<file path="config.mk">
export PLATFORM = sky130hd
export DESIGN_NAME = bf_perceptron_trainer
export DESIGN_NICKNAME = d
export VERILOG_FILES = /design/src/rtl/bf_pkg.sv /design/src/rtl/bf_threshold_ctrl.sv /design/src/rtl/bf_perceptron_trainer.sv
export SDC_FILE = /design/constraint.sdc
export NUM_CORES = 2
export LEC_CHECK = 0
export ABC_CLOCK_PERIOD_IN_PS = 3500
export CAP_MARGIN = 20
export CORE_AREA = 5 5 745 747
export CTS_CLUSTER_SIZE = 14
export DETAILED_ROUTE_END_ITERATION = 8
export DIE_AREA = 0 0 750 752
export DONT_BUFFER_PORTS = 1
export GPL_ROUTABILITY_DRIVEN = 0
export PLACE_DENSITY = 0.33
export SLEW_MARGIN = 10
export SYNTH_ARGS = -nofsm -noshare
export SYNTH_HDL_FRONTEND = slang
export SYNTH_SLANG_ARGS = --single-unit
</file>
<file path="constraint.sdc">
create_clock -name clk -period 3.5 [get_ports clk]
set_clock_uncertainty 0.2 [all_clocks]
set_input_delay 1.05 -clock clk [delete_from_list [all_inputs] [get_ports clk]]
set_output_delay 1.05 -clock clk [all_outputs]
set_load 0.02 [all_outputs]
</file>
<file path="src/rtl/bf_pkg.sv">
// Shared sizes, types and helpers for the bias-free perceptron trainer.
package bf_pkg;

  localparam int NUM_LANES  = 48;
  localparam int W_BITS     = 3;
  localparam int IDX_BITS   = 16;
  localparam int SUM_BITS   = 9;
  localparam int THETA_BITS = 8;
  localparam int TC_BITS    = 7;

  typedef logic signed [W_BITS-1:0]   weight_t;
  typedef logic        [IDX_BITS-1:0] idx_t;
  typedef logic signed [SUM_BITS-1:0] sum_t;
  typedef logic [THETA_BITS-1:0]      theta_t;
  typedef logic signed [TC_BITS-1:0]  tc_t;

  typedef struct packed {
    logic                          valid;
    logic                          train;
    logic                          mis;
    logic                          taken;
    logic [NUM_LANES-1:0]          history;
    logic [NUM_LANES*IDX_BITS-1:0] index;
    logic [NUM_LANES*W_BITS-1:0]   weights;
  } s1_ctx_t;

  localparam theta_t  THETA_INIT = 8'd106;
  localparam theta_t  THETA_ONE  = 8'd1;
  localparam theta_t  THETA_MAX  = 8'hFF;
  localparam theta_t  THETA_MIN  = 8'd1;

  localparam weight_t W_MAX = weight_t'({1'b0, {(W_BITS-1){1'b1}}});
  localparam weight_t W_MIN = weight_t'({1'b1, {(W_BITS-1){1'b0}}});
  localparam weight_t W_ONE = weight_t'({{(W_BITS-1){1'b0}}, 1'b1});

  localparam tc_t TC_ZERO    = tc_t'({TC_BITS{1'b0}});
  localparam tc_t TC_ONE     = tc_t'({{(TC_BITS-1){1'b0}}, 1'b1});
  localparam tc_t TC_MAX     = tc_t'({1'b0, {(TC_BITS-1){1'b1}}});
  localparam tc_t TC_MIN     = tc_t'({1'b1, {(TC_BITS-1){1'b0}}});
  // Trip points: the counter value from which one more step reaches the extreme.
  localparam tc_t TC_HI_TRIP = TC_MAX - TC_ONE;
  localparam tc_t TC_LO_TRIP = TC_MIN + TC_ONE;

  function automatic weight_t sat_step(weight_t w, bit up);
    weight_t r;
    if (up) begin
      r = (w == W_MAX) ? w : w + W_ONE;
    end else begin
      r = (w == W_MIN) ? w : w - W_ONE;
    end
    return r;
  endfunction

  // One extra bit so the most negative sum has a representable magnitude.
  function automatic logic [SUM_BITS:0] sum_mag(sum_t s);
    logic [SUM_BITS:0] ext;
    logic [SUM_BITS:0] r;
    ext = {s[SUM_BITS-1], s};
    if (s[SUM_BITS-1]) begin
      r = ~ext + {{SUM_BITS{1'b0}}, 1'b1};
    end else begin
      r = ext;
    end
    return r;
  endfunction

endpackage

</file>
<file path="src/rtl/bf_threshold_ctrl.sv">
// Adaptive training threshold: a signed counter nudges theta up on mispredicts
// and down on low-confidence correct predictions.
module bf_threshold_ctrl
  import bf_pkg::*;
#(
  parameter theta_t THETA_RST = THETA_INIT
) (
  input  logic   clk_i,
  input  logic   rst_ni,
  input  logic   valid_i,
  input  logic   mis_i,
  input  logic   low_conf_i,
  output theta_t theta_o
);

  theta_t theta_d, theta_q;
  tc_t    tc_d, tc_q;

  // Next-state for counter and threshold; a trip resets the counter.
  always_comb begin
    theta_d = theta_q;
    tc_d    = tc_q;
    if (valid_i && mis_i) begin
      if (tc_q == TC_HI_TRIP) begin
        tc_d    = TC_ZERO;
        theta_d = (theta_q == THETA_MAX) ? theta_q : theta_q + THETA_ONE;
      end else begin
        tc_d    = tc_q + TC_ONE;
        theta_d = theta_q;
      end
    end else if (valid_i && low_conf_i) begin
      if (tc_q == TC_LO_TRIP) begin
        tc_d    = TC_ZERO;
        theta_d = (theta_q == THETA_MIN) ? theta_q : theta_q - THETA_ONE;
      end else begin
        tc_d    = tc_q - TC_ONE;
        theta_d = theta_q;
      end
    end else begin
      tc_d    = tc_q;
      theta_d = theta_q;
    end
  end

  // Threshold state registers.
  always_ff @(posedge clk_i or negedge rst_ni) begin
    if (!rst_ni) begin
      theta_q <= THETA_RST;
      tc_q    <= TC_ZERO;
    end else begin
      theta_q <= theta_d;
      tc_q    <= tc_d;
    end
  end

  assign theta_o = theta_q;

endmodule

</file>
<file path="src/rtl/bf_perceptron_trainer.sv">
// Training engine for the bias-free perceptron: decides whether to train a retired
// branch and emits saturating per-lane weight updates, forwarding its own last write.
module bf_perceptron_trainer
  import bf_pkg::*;
#(
  parameter theta_t THETA_RST = THETA_INIT
) (
  input  logic                          clk,
  input  logic                          rst,
  input  logic                          upd_valid,
  input  logic                          upd_taken,
  input  logic [SUM_BITS-1:0]           upd_pred_sum,
  input  logic [NUM_LANES-1:0]          upd_history,
  input  logic [NUM_LANES*IDX_BITS-1:0] upd_index,
  input  logic [NUM_LANES*W_BITS-1:0]   upd_weights,
  output logic [NUM_LANES*W_BITS-1:0]   perceptron_weights_update,
  output logic [NUM_LANES*IDX_BITS-1:0] index_update,
  output logic                          en_1,
  output logic                          mispredict,
  output logic [THETA_BITS-1:0]         theta
);

  theta_t                        theta_s;
  logic [SUM_BITS:0]             mag_s;
  logic                          pred_s;
  logic                          mis_s;
  logic                          low_conf_s;
  logic                          train_s;
  s1_ctx_t                       s1_d, s1_q;
  logic                          en_d, en_q;
  logic                          mis_d, mis_q;
  logic [NUM_LANES*W_BITS-1:0]   wupd_d, wupd_q;
  logic [NUM_LANES*W_BITS-1:0]   new_w_s;
  logic [NUM_LANES*IDX_BITS-1:0] idx_d, idx_q;
  logic [NUM_LANES-1:0]          fwd_hit_s;

  // Training decision against the threshold as it stood before this cycle.
  always_comb begin
    pred_s     = ~upd_pred_sum[SUM_BITS-1];
    mis_s      = pred_s ^ upd_taken;
    mag_s      = sum_mag(sum_t'(upd_pred_sum));
    low_conf_s = (mag_s <= {{(SUM_BITS+1-THETA_BITS){1'b0}}, theta_s});
    train_s    = upd_valid & (mis_s | low_conf_s);
  end

  bf_threshold_ctrl #(
    .THETA_RST (THETA_RST)
  ) u_threshold (
    .clk_i      (clk),
    .rst_ni     (rst),
    .valid_i    (upd_valid),
    .mis_i      (mis_s),
    .low_conf_i (low_conf_s),
    .theta_o    (theta_s)
  );

  // Stage-1 capture of the context together with its decision.
  always_comb begin
    s1_d.valid   = upd_valid;
    s1_d.train   = train_s;
    s1_d.mis     = mis_s;
    s1_d.taken   = upd_taken;
    s1_d.history = upd_history;
    s1_d.index   = upd_index;
    s1_d.weights = upd_weights;
  end

  // Stage-1 register.
  always_ff @(posedge clk or negedge rst) begin
    if (!rst) begin
      s1_q <= s1_ctx_t'({$bits(s1_ctx_t){1'b0}});
    end else begin
      s1_q <= s1_d;
    end
  end

  // Per-lane update; a lane reuses last cycle's written weight when it hit the same entry.
  always_comb begin
    fwd_hit_s = {NUM_LANES{1'b0}};
    new_w_s   = {(NUM_LANES*W_BITS){1'b0}};
    for (int i = 0; i < NUM_LANES; i++) begin
      fwd_hit_s[i] = en_q &
                     (idx_q[i*IDX_BITS +: IDX_BITS] == s1_q.index[i*IDX_BITS +: IDX_BITS]);
      new_w_s[i*W_BITS +: W_BITS] = sat_step(
        fwd_hit_s[i] ? weight_t'(wupd_q[i*W_BITS +: W_BITS])
                     : weight_t'(s1_q.weights[i*W_BITS +: W_BITS]),
        s1_q.taken == s1_q.history[i]);
    end
  end

  // Stage-2 next-state: update payload only moves when a branch trains.
  always_comb begin
    en_d  = s1_q.valid & s1_q.train;
    mis_d = s1_q.valid & s1_q.mis;
    if (en_d) begin
      idx_d  = s1_q.index;
      wupd_d = new_w_s;
    end else begin
      idx_d  = idx_q;
      wupd_d = wupd_q;
    end
  end

  // Stage-2 output registers.
  always_ff @(posedge clk or negedge rst) begin
    if (!rst) begin
      en_q   <= 1'b0;
      mis_q  <= 1'b0;
      idx_q  <= {(NUM_LANES*IDX_BITS){1'b0}};
      wupd_q <= {(NUM_LANES*W_BITS){1'b0}};
    end else begin
      en_q   <= en_d;
      mis_q  <= mis_d;
      idx_q  <= idx_d;
      wupd_q <= wupd_d;
    end
  end

  assign en_1                      = en_q;
  assign mispredict                = mis_q;
  assign index_update              = idx_q;
  assign perceptron_weights_update = wupd_q;
  assign theta                     = theta_s;

endmodule
</file>
==> flow_metrics.tcl <==
set metrics [dict create \
    outcome "complete, but fails checks" \
    violations "negative hold slack" \
    synth_top_area_share 0.584 \
    hold_viol 143 \
    synth_xor_area_frac 0.0951 \
    crit_fanout 5 \
    grt_max_degree 212 \
    drtIter0Drc 4571 \
    first_pass_iters 5 \
    synth_top_family_by_area "simple AND/OR/NAND/NOR gates" \
    crit_required_ns 4.10 \
    portBuffers 0 \
    synth_area_per_cell_sq_um 10.3 \
    ys_seq_area_frac 0.585 \
    start_kind "register" \
    drc 0 \
    ir_drop_v 0.000487 \
    crit_top_cell "nand2_1" \
    fp-row-count 272 \
    synth_area_leaders "dfrtp_1 (58%), nand2_1 (12%), xnor2_1 (5.4%)" \
    synthArstFlopShare 1.00 \
    end_kind "register" \
    htreeDepth 4 \
    drive_gt1_frac 0.143 \
    powerDensity_nw_per_um2 727 \
    ios 1895 \
    period_share 0.958 \
    holdWs_ns -0.389 \
    multi_input_area_sq_um 32900 \
    max_freq_ghz 0.298 \
    post-place-ws_ns -1.83 \
    synth_top_area_cell "dfrtp_1" \
    seq_area_sq_um 47400 \
    grt-ovfl-total 0 \
    synth_edf_count 0 \
    place_area_sq_um 94400 \
    antenna_found_initial 217 \
    synthAdderAreaFrac 0.0247 \
    tns_ns 0 \
    viasPerCell 3.82 \
    initial_core_util 0.148 \
    crit_buf_inv 1 \
    die_h_um 752 \
    layout.cells.non_filler 17000 \
    design.die.area_sq_um 564000 \
    maxSlewViolCount 0 \
    synth_compound_area_frac 0.0539 \
    clockRootBuffer "clkbuf_16" \
    fin_ws_ns 0.148 \
    coreArea_sq_um 547000 \
    synthSimpleGateAreaFrac 0.193 \
    syn2layout_area_growth_pct 40.7 \
    power_w 0.0828 \
    syn_area_sq_um 80900 \
    grt_pass1_wl_um 577000 \
    nNetsFinal 10600 \
    synth_nets 8960 \
    fill_cells 59400 \
    drv_cap 0 \
    crit_family "simple AND/OR/NAND/NOR gates" \
    place_inst 15500 \
    crit_type "reg -> reg" \
    synth_commonest_cells "nand2_1 (2606), dfrtp_1 (1889), xnor2_1 (502)" \
    clk_pin_slew_ns 0.06 \
    post-route-min-period_ns 3.35 \
    vias 65000 \
    yosysMostFrequentCell "nand2_1" \
    grt_use_total 0.146 \
    slowest_delay_ns 0.51 \
    fp.dieW_um 750 \
    numCtsBuffers 239 \
    final-setup-viol-count 0 \
    crit_arrival_ns 3.95 \
    ys.flop_type "dfrtp_1" \
    yosys-mux-area-fraction 0.0292 \
    crit_slowest_cell "dfrtp_2" \
    fin_area_sq_um 114000 \
    cts.sinks 1893 \
    syn-instance-count 7827 \
    routed_wl_um 434000 \
    yosysWarnings 0 \
    insertion_delay_ns 0.93 \
    post-dp-hpwl_um 348000 \
    ant_nets 0 \
    clockBufferDepth 4 \
    grt_pass1_vias 65700 \
    ys_ff_latch 1893 \
    hp-class "in -> async" \
    slew_headroom 0.429 \
    path_cells "xor2_1 > nor4_2 > buf_4 > and3_1 > nand2_1 > mux2i_1 > ha_1 > nand2_1 > nor3_1 > or3_1 > a2111o_1 > nand3_1" \
    p_leak_nw 50.7 \
    wire_per_inst_um 25.5 \
    ys_types 75 \
    worst_pin_slew_ns 0.856 \
    cts_tree "built" \
]
==> layout by cell type, fill, tap and decap left out, drive strengths merged, types with 46 or more instances in the layout <==
master	synthesis	final
dlygate4sd3	0	963
nor2	133	133
ha	160	160
xnor2	502	502
nand2	2610	2610
diode	0	119
nand3	172	172
buf	28	649
xor2	376	376
mux2	50	50
nor4	82	82
nor3	115	115
o21ai	227	227
nand3b	103	103
and3	90	90
clkbuf	226	346
inv	143	149
o31ai	63	63
a21oi	135	135
mux2i	180	180
dfrtp	1889	1889
a31oi	67	67
nor3b	46	46
clkinv	0	55
nand4	90	90
==> report_power, final <==
part           internal, W  leakage, nW  switching [W]  total [W]
Combinational      0.00780         24.1         0.0127     0.0205
Clock               0.0150         3.96         0.0108     0.0258
Sequential          0.0263         22.6         0.0102     0.0365
Total               0.0491         50.7         0.0337     0.0828
==> cell families (layout without fill, tap and decap cells) <==
kind of cell               Yosys count  after routing
and+or+nand+nor                   3585           3585
DFF                               1893           1893
xor gates and xnor gates           878            878
AOI/OAI and AO/OA                  684            684
buffers and inverters              397           2197
muxes                              230            230
adders and majority gates          160            160
other                                0            119
==> flip-flops by register name, summed over array words and instances (netlist names) <==
signal                     flops
en_1                           1
mispredict                     1
index_update                 768
u_threshold.theta_o            8
perceptron_weights_update    144
s1_q                         964
u_threshold.tc_q               7
==> final timing paths <==
check	from	endpoint	slack [ns]	cells after the start
min reg2reg	s1_q[731]	index_update[587]	0.25	2
max reg2reg	s1_q[854]	perceptron_weights_update[133]	0.15	12
max in group asynchronous	rst	s1_q[568]	0.50	6
min	rst	s1_q[237]	-0.39	0
max	s1_q[854]	perceptron_weights_update[133]	0.15	12
min in group clk	upd_taken	s1_q[961]	0.23	2
==> what timing repair did <==
action                                  in CTS  in global routing
hold endpoints to repair                  1105                278
hold buffers                               962                  3
buffers inserted                             0                 11
endpoints found under the setup margin     459                516
resized for setup                           28                201
cloned                                       4                  6
pin swaps                                    1                 23
==> area by class of cell <==
| type | instances | area share |
|---|---|---|
| timing repair buffer | 1620 | 0.136 |
| clock buffer | 340 | 0.0607 |
| clock inverter | 94 | 0.0108 |
| sequential | 1893 | 0.417 |
| tap | 7261 | 0.0798 |
| inverter | 143 | 0.00496 |
| multi-input combinational | 5537 | 0.289 |
| antenna | 119 | 0.00262 |
==> through the flow <==
stage | utilization | hold slack (ns)
after floorplan | - | 0.234
after global placement | 0.172 | 0.265
after detailed placement | 0.173 | 0.271
after CTS | 0.206 | -0.549
after global routing | 0.208 | -0.511
final | 0.208 | -0.389
==> layer usage <==
metal,up-vias,share of wire,global-route usage
met5,-,0.00089,0
met4,58,0.047,0.0583
met3,726,0.088,0.0492
met2,2524,0.48,0.248
met1,32500,0.39,0.169
li1,29200,-,-
No activity file was read; power rests on OpenSTA's default activity.
